$ cat src/rtl/cmpsr_arbiter.sv
// cmpsr_arbiter: round-robin arbiter of three requesters onto the TX composer start interface.
// Optional START timeout abort is enabled by defining CMPSR_ARB_TIMEOUT_EN.
module cmpsr_arbiter #(
  parameter int START_TIMEOUT = 16
) (
  input  logic        clk,
  input  logic        rst,
  input  logic [2:0]  req,
  input  logic [2:0]  lock,
  input  logic [95:0] addr_in,
  input  logic [95:0] data_in,
  input  logic        cmpsr_busy,
  output logic        start_request_to_cmpsr,
  output logic [31:0] raw_address_to_cmpsr,
  output logic [31:0] data_out_to_cmpsr,
  output logic [2:0]  grant,
  output logic [2:0]  done,
  output logic [2:0]  err,
  output logic        arb_busy
);
  typedef enum logic [1:0] {IDLE, START, WAIT_FIN, DONE} state_t;
  state_t state_q, state_d;
  logic [1:0] rr_ptr_q, rr_ptr_d, owner_q, owner_d, win, nxt_ptr;
  logic [2:0] grant_q, grant_d;
  logic [31:0] addr_q, addr_d, data_q, data_d;
  logic abort;

  function automatic logic [1:0] mod3(input logic [2:0] v);
    mod3 = v >= 3'd3 ? 2'(v - 3'd3) : v[1:0];
  endfunction

  // Scan from the highest offset down so the lowest offset from rr_ptr wins.
  always_comb begin
    win = rr_ptr_q;
    for (int k = 2; k >= 0; k--)
      win = req[mod3({1'b0, rr_ptr_q} + 3'(k))] ? mod3({1'b0, rr_ptr_q} + 3'(k)) : win;
  end

  assign nxt_ptr = mod3({1'b0, owner_q} + 3'd1);

  always_ff @(posedge clk) begin
    if (rst) begin
      state_q  <= IDLE;
      rr_ptr_q <= '0;
      owner_q  <= '0;
      grant_q  <= '0;
      addr_q   <= '0;
      data_q   <= '0;
    end else begin
      state_q  <= state_d;
      rr_ptr_q <= rr_ptr_d;
      owner_q  <= owner_d;
      grant_q  <= grant_d;
      addr_q   <= addr_d;
      data_q   <= data_d;
    end
  end

  always_comb begin
    state_d  = state_q;
    rr_ptr_d = rr_ptr_q;
    owner_d  = owner_q;
    grant_d  = grant_q;
    addr_d   = addr_q;
    data_d   = data_q;
    case (state_q)
      IDLE: if (|req && !cmpsr_busy) begin
        owner_d = win;
        grant_d = 3'b001 << win;
        addr_d  = addr_in[32*win +: 32];
        data_d  = data_in[32*win +: 32];
        state_d = START;
      end
      START: if (cmpsr_busy) state_d = WAIT_FIN;
        else if (abort) begin
          grant_d  = '0;
          rr_ptr_d = nxt_ptr;
          state_d  = IDLE;
        end
      WAIT_FIN: if (!cmpsr_busy) state_d = DONE;
      default: if (lock[owner_q] && req[owner_q]) begin
        addr_d  = addr_in[32*owner_q +: 32];
        data_d  = data_in[32*owner_q +: 32];
        state_d = START;
      end else begin
        grant_d  = '0;
        rr_ptr_d = nxt_ptr;
        state_d  = IDLE;
      end
    endcase
  end

  always_comb begin
    start_request_to_cmpsr = state_q == START;
    done                   = state_q == DONE ? grant_q : '0;
    arb_busy               = state_q != IDLE;
  end

  assign grant                = grant_q;
  assign raw_address_to_cmpsr = addr_q;
  assign data_out_to_cmpsr    = data_q;

`ifdef CMPSR_ARB_TIMEOUT_EN
  localparam int CW = $clog2(START_TIMEOUT + 1);
  logic [CW-1:0] cnt_q, cnt_d;
  logic [2:0] err_q, err_d;
  assign abort = state_q == START && !cmpsr_busy && cnt_q == CW'(START_TIMEOUT - 1);
  always_comb begin
    cnt_d = state_q == START ? cnt_q + 1'b1 : '0;
    err_d = abort ? grant_q : '0;
  end
  always_ff @(posedge clk) begin
    if (rst) begin
      cnt_q <= '0;
      err_q <= '0;
    end else begin
      cnt_q <= cnt_d;
      err_q <= err_d;
    end
  end
  assign err = err_q;
`else
  assign abort = 1'b0;
  assign err   = '0;
`endif
endmodule
$ cat config.mk
export PLATFORM = sky130hd
export DESIGN_NAME = cmpsr_arbiter
export DESIGN_NICKNAME = d
export VERILOG_FILES = /design/src/rtl/cmpsr_arbiter.sv
export SDC_FILE = /design/constraint.sdc
export NUM_CORES = 1
export LEC_CHECK = 0
export CAP_MARGIN = 20
export CORE_MARGIN = 3
export CORE_UTILIZATION = 37
export DETAILED_ROUTE_END_ITERATION = 10
export PLACE_DENSITY = 0.78
export SLEW_MARGIN = 25
export SYNTH_ARGS = -nofsm -noshare
export SYNTH_HDL_FRONTEND = slang
export SYNTH_SLANG_ARGS = --single-unit
$ cat constraint.sdc
create_clock -name clk -period 4.4 [get_ports clk]
set_input_delay 0.66 -clock clk [delete_from_list [all_inputs] [get_ports clk]]
set_output_delay 0.66 -clock clk [all_outputs]
set_load 0.05 [all_outputs]
### After elaboration in Yosys (flattened, before gate mapping)

Cells that the tools add are included.

* magnitude comparators: 8
* muxes and demuxes: 32
* $add $sub $neg: 7
* bitwise operators: 3
* reduce and logical (&&, ||, !) cells: 14
* shifts and indexed selects: 5
* div/mod/pow operators: 0
* eq/ne operators: 7
* multiply operators: 0

Operator list (count)
* $shiftx 96x8->32: 4
* $mux 32: 4
* $pmux 32 s2: 2
* $mux 2: 10
* $lt 2x3->1 const B: 4
* $bmux 1 s2: 5
* $ge 3x2->1 const B: 3
* $mux 3: 3
* $reduce_and 3->1: 3
* $sub 2x2->2 const B: 4
* $add 2x1->3 const B: 2
* $mux 1: 6
* $ne 2x2->1 const B: 3
* $pmux 2 s3: 1
* $pmux 3 s2: 1
* $reduce_or 3->1: 2
* $eq 2x2->1 const B: 2
* $reduce_and 2->1: 2
* $reduce_bool 2->1: 2
* $add 2x2->3 const B: 1
* $not 1->1: 3
* $shl 1x2->3 const A: 1
* $eq 2x1->1 const B: 1
* $ge 2x2->1 const B: 1
* 5 further kinds: 6

* output and inout bits: 75
* bits in registers: 73
* word-level logic and storage cells: 82
* memories: 0
* ROM bits: 0
* bits of input ports: 201
* bits in latches: 0
* memory bits (writable): 0

### Longest topological paths before layout

* depth after elaboration: 11
* depth in mapped cells: 11
* depth with buffers taken out: 8

### Least setup slack after synthesis

Ideal clock, no wire load.

* path type: register to register
* start: reg rr_ptr_q[0]
* end: reg data_q[10] (netlist: data_out_to_cmpsr[10])
* stages on the path, launching flop included: 11
* period minus slack after synthesis: 2.537 ns
* buffers on the path: 2
* path slack: 1.863 ns
* data required time: 4.340 ns
* arrival time: 2.477 ns
* cells stage by stage: dfxtp_1 inv_1 ha_1 buf_2 o21ai_0 o21ai_0 o211ai_2 a21oi_2 a2111oi_4 buf_6 a221o_1

* cells in the longest elaborated chain, start to end: 11

Ends and longest elaborated chain
* from (decl): line 23 `logic [1:0] rr_ptr_q, rr_ptr_d, owner_q, owner_d, win, nxt_ptr;`
* from (signal assigned): line 51 `rr_ptr_q <= rr_ptr_d;`
* $add 2x2->3: line 36 `win = req[mod3({1'b0, rr_ptr_q} + 3'(k))] ? mod3({1'b0, rr_ptr_q} + 3'(k)) : win;`
* $ge 3x2->1 or $sub 2x2->2 (tied branches): line 29 `mod3 = v >= 3'd3 ? 2'(v - 3'd3) : v[1:0];`
* $mux 2: line 29
* $bmux 1 s2: line 36
* $mux 1 (implied by the code): line 36
* $mux 2 (2 in a row): line 36
* $mux 2 *: line 36
* $shiftx 96x8->32 *: line 71 `data_d = data_in[32*win +: 32];`
* $mux 32 *: line 67 `IDLE: if (|req && !cmpsr_busy) begin`
* $pmux 32 s2 *: line 66 `case (state_q)`
* to (signal assigned): line 55 `data_q <= data_d;`
* to (decl): line 25 `logic [31:0] addr_q, addr_d, data_q, data_d;`

Every way passes the cells marked *; elsewhere a longest branch is shown, timed or not. The select of a mux whose other input is x is not followed.
A chain may end at the register's enable or synchronous reset.

### Final worst setup path

* start: in req[1]
* end: reg data_q[16] (netlist: data_out_to_cmpsr[16])

* cells in the longest elaborated chain, start to end: 8

Ends and longest elaborated chain
* from (decl): line 8 `input logic [2:0] req,`
* $bmux 1 s2: line 36
* $mux 1 (implied by the code): line 36
* $mux 2 (3 in a row): line 36
* $shiftx 96x8->32: line 71
* $mux 32: line 67
* $pmux 32 s2: line 66

Parallel ways exist; a longest one is shown, timed or not. The select of a mux whose other input is x is not followed.

==> run metrics <==
Reg2Reg Depth=9; R2R Path Start=state_q[0]; antenna violations before repair=0; Hold Vio Cnt, Final=0; post-route antenna net violation count=0; cts hold-fix bufs=0; RD Place Congestion=0.880; cells after synthesis=between 500 and 600; worst vdd rail ir drop=427 uV; grt ovf=0; Die H=approximately 120 um; synthesized area per cell=8.80 sq um; ys async rst share=0%; Slew Limit Fails=0; mapped cell area=4480 sq um; Yosys top cell area share=32.6%; DR WL/cell=21.7 um; Ports=~280; Worst setup endpoint=data_out_to_cmpsr[16]; root buffer cell=clkbuf_16; GRT Total Usage=27.3%; top cells by count, synth=o211ai_1, dfxtp_1, a21oi_1; Max Cap Viol=0; Tmin final=3.14 ns; share of cells above drive strength 1=a little over 6%; clock latency on the worst-skew pair=0.35 ns; clock buffer depth=2; CTS buffer count=9; total power=5510 uW; Seq cells post-synth=73; DRC Markers=0; num rows=39; Setup Fix Bufs, Post-CTS=0; CP Capture Type=flip-flop; Crit Path Category=primary input to flip-flop; CP Data Required Time=4.69 ns; Via-to-Cell Ratio=between 6 and 7; Initial Utilization=38.6%; DPL Wire Length=13100 um; Post-Place Setup Slack=0.924 ns; Hold Path Class=flip-flop to flip-flop; number of diodes=0; largest net degree at the start of global routing=66; synth top area cells=dfxtp_1, o211ai_1, a221o_1; Multi-input gate area=2700 sq um; Routed WL=a little under 20000 um; Iter 0 DRT Violations=441; Reg area=1460 sq um; CTS tree=done; placed cells=871; CP Max Fanout=29; pwr dens=722 nW/um^2; width of the chip=around 120 um; status=finished clean; reg2reg end=data_out_to_cmpsr[29]; Primary FF master, synth=dfxtp_1; FF-to-FF setup slack=between 1 and 1.5 ns; post-route setup slack=about 1.3 ns; Worst Max-Slew Pin Slew=0.870 ns; PortBufs=272; RSZ-0062 raised after global routing=false; post-synth top area cell=dfxtp_1; H-tree depth=3; 1st-pass router iterations=7; TritonCTS Sinks=73; core area=11600 sq um; sequential element share of the synthesized area=32.6%; clock slew at reported path FFs=0.06 ns; final setup TNS=0 ns; full die area=13500 sq um; post-synth cell types=42; first-pass GRT wire length=between 20000 and 30000 um; Rel. slew slack=41.7%; PostCTS Resize Cnt=0; CP Launch Type=primary input; endpoints failing setup=0; fillcell total=around 950; Pleak=0.00264 uW; vias in the first global route=around 5700; Area growth syn-to-layout=70.4%; most frequent cell after synthesis=o211ai_1; final layout net count=949; Critical Path Start=req[1]; Max Freq=318 MHz; YS warnings=0; Fin Clk Skew=roughly 0.0071 ns; EDFF count, synth=0; period utilization=just over 70%; Vias=between 5000 and 6000; fin util=65.7%; post-route insts no fill=887; WP data arrival=between 3 and 4 ns
==> where the power goes <==
part	leakage, uW	total (uW)	switching (uW)	internal [uW]
combinational	0.00185	3400	2220	1170
sequential	0.000596	1120	174	947
clock	0.000190	992	307	685
total	0.00264	5510	2710	2800
==> critical path, stage by stage <==
cell and delay, ns:
clkdlybuf4s50_1 0.67, mux2i_1 0.21, o211a_4 0.30, o211ai_4 0.71
buf_4 0.38, o211ai_1 0.15, a21oi_1 0.21, a221o_1 0.13
==> routing by layer <==
metal  vias to the layer above  GRT usage, %  wire length (um)  share of wire (%)
met1                      2680          31.1              7310                 38
met2                       356          47.2              9420                 49
met4                         0          11.1               629                3.3
met3                        44          8.93              1920                9.9
met5                         -             0                 0                  0
li1                       2523             -                 -                  -
==> metrics by stage <==
stage	area [sq um]	hold slack, ns
2_1_floorplan	4490	0.506
3_3_place_gp	7240	0.468
3_5_place_dp	7240	0.469
4_1_cts	7630	0.482
5_1_grt	7630	0.502
6_report	7630	0.486
==> area by class of cell <==
type | count | area share (%)
sequential | 73 | 19.1
clock inverter | 5 | 1.97
inverter | 11 | 0.541
timing repair buffer | 285 | 37.4
clock buffer | 11 | 3.18
tap | 143 | 2.34
multi-input combinational | 359 | 35.4
==> cell families after synthesis <==
logic type | Yosys count | share of synthesized area (%)
AO/OA/AOI/OAI | 293 | 49.4
AND/OR/NAND/NOR | 46 | 5.25
other | 1 | 0.0837
adder cells (fa/ha/maj) | 9 | 2.51
buffers and inverters | 79 | 8.21
multiplexers | 8 | 1.90
flip-flops | 73 | 32.6
==> registers in the layout (all words and copies together), names as in the netlist <==
signal	cells
owner_q	2
data_out_to_cmpsr	32
state_q	2
raw_address_to_cmpsr	32
rr_ptr_q	2
grant	3
==> worst min-delay path by stage <==
stage	from	to	cells after the start
final	raw_address_to_cmpsr[15]	raw_address_to_cmpsr[15]	1
after global routing	data_out_to_cmpsr[20]	data_out_to_cmpsr[20]	1
after CTS	grant[0]	grant[0]	2
after detailed placement	raw_address_to_cmpsr[15]	raw_address_to_cmpsr[15]	1
after global placement	data_out_to_cmpsr[28]	data_out_to_cmpsr[28]	1
after floorplan	owner_q[0]	owner_q[0]	2
==> layout by cell type, fill, tap and decap left out, types with 5 or more instances in the layout <==
| cell type | synthesis | routed |
|---|---|---|
| clkbuf_16 | 0 | 9 |
| nand3b_1 | 5 | 5 |
| o21ai_0 | 6 | 6 |
| clkdlybuf4s50_1 | 0 | 272 |
| bufinv_16 | 0 | 5 |
| a221o_1 | 64 | 64 |
| nor2_1 | 14 | 12 |
| nand2_1 | 8 | 7 |
| ha_1 | 9 | 9 |
| dfxtp_1 | 73 | 73 |
| o211ai_1 | 128 | 128 |
| a21oi_1 | 72 | 72 |
| inv_1 | 11 | 11 |
| buf_4 | 3 | 10 |
Note: power is estimated with default switching activity, not from simulation.
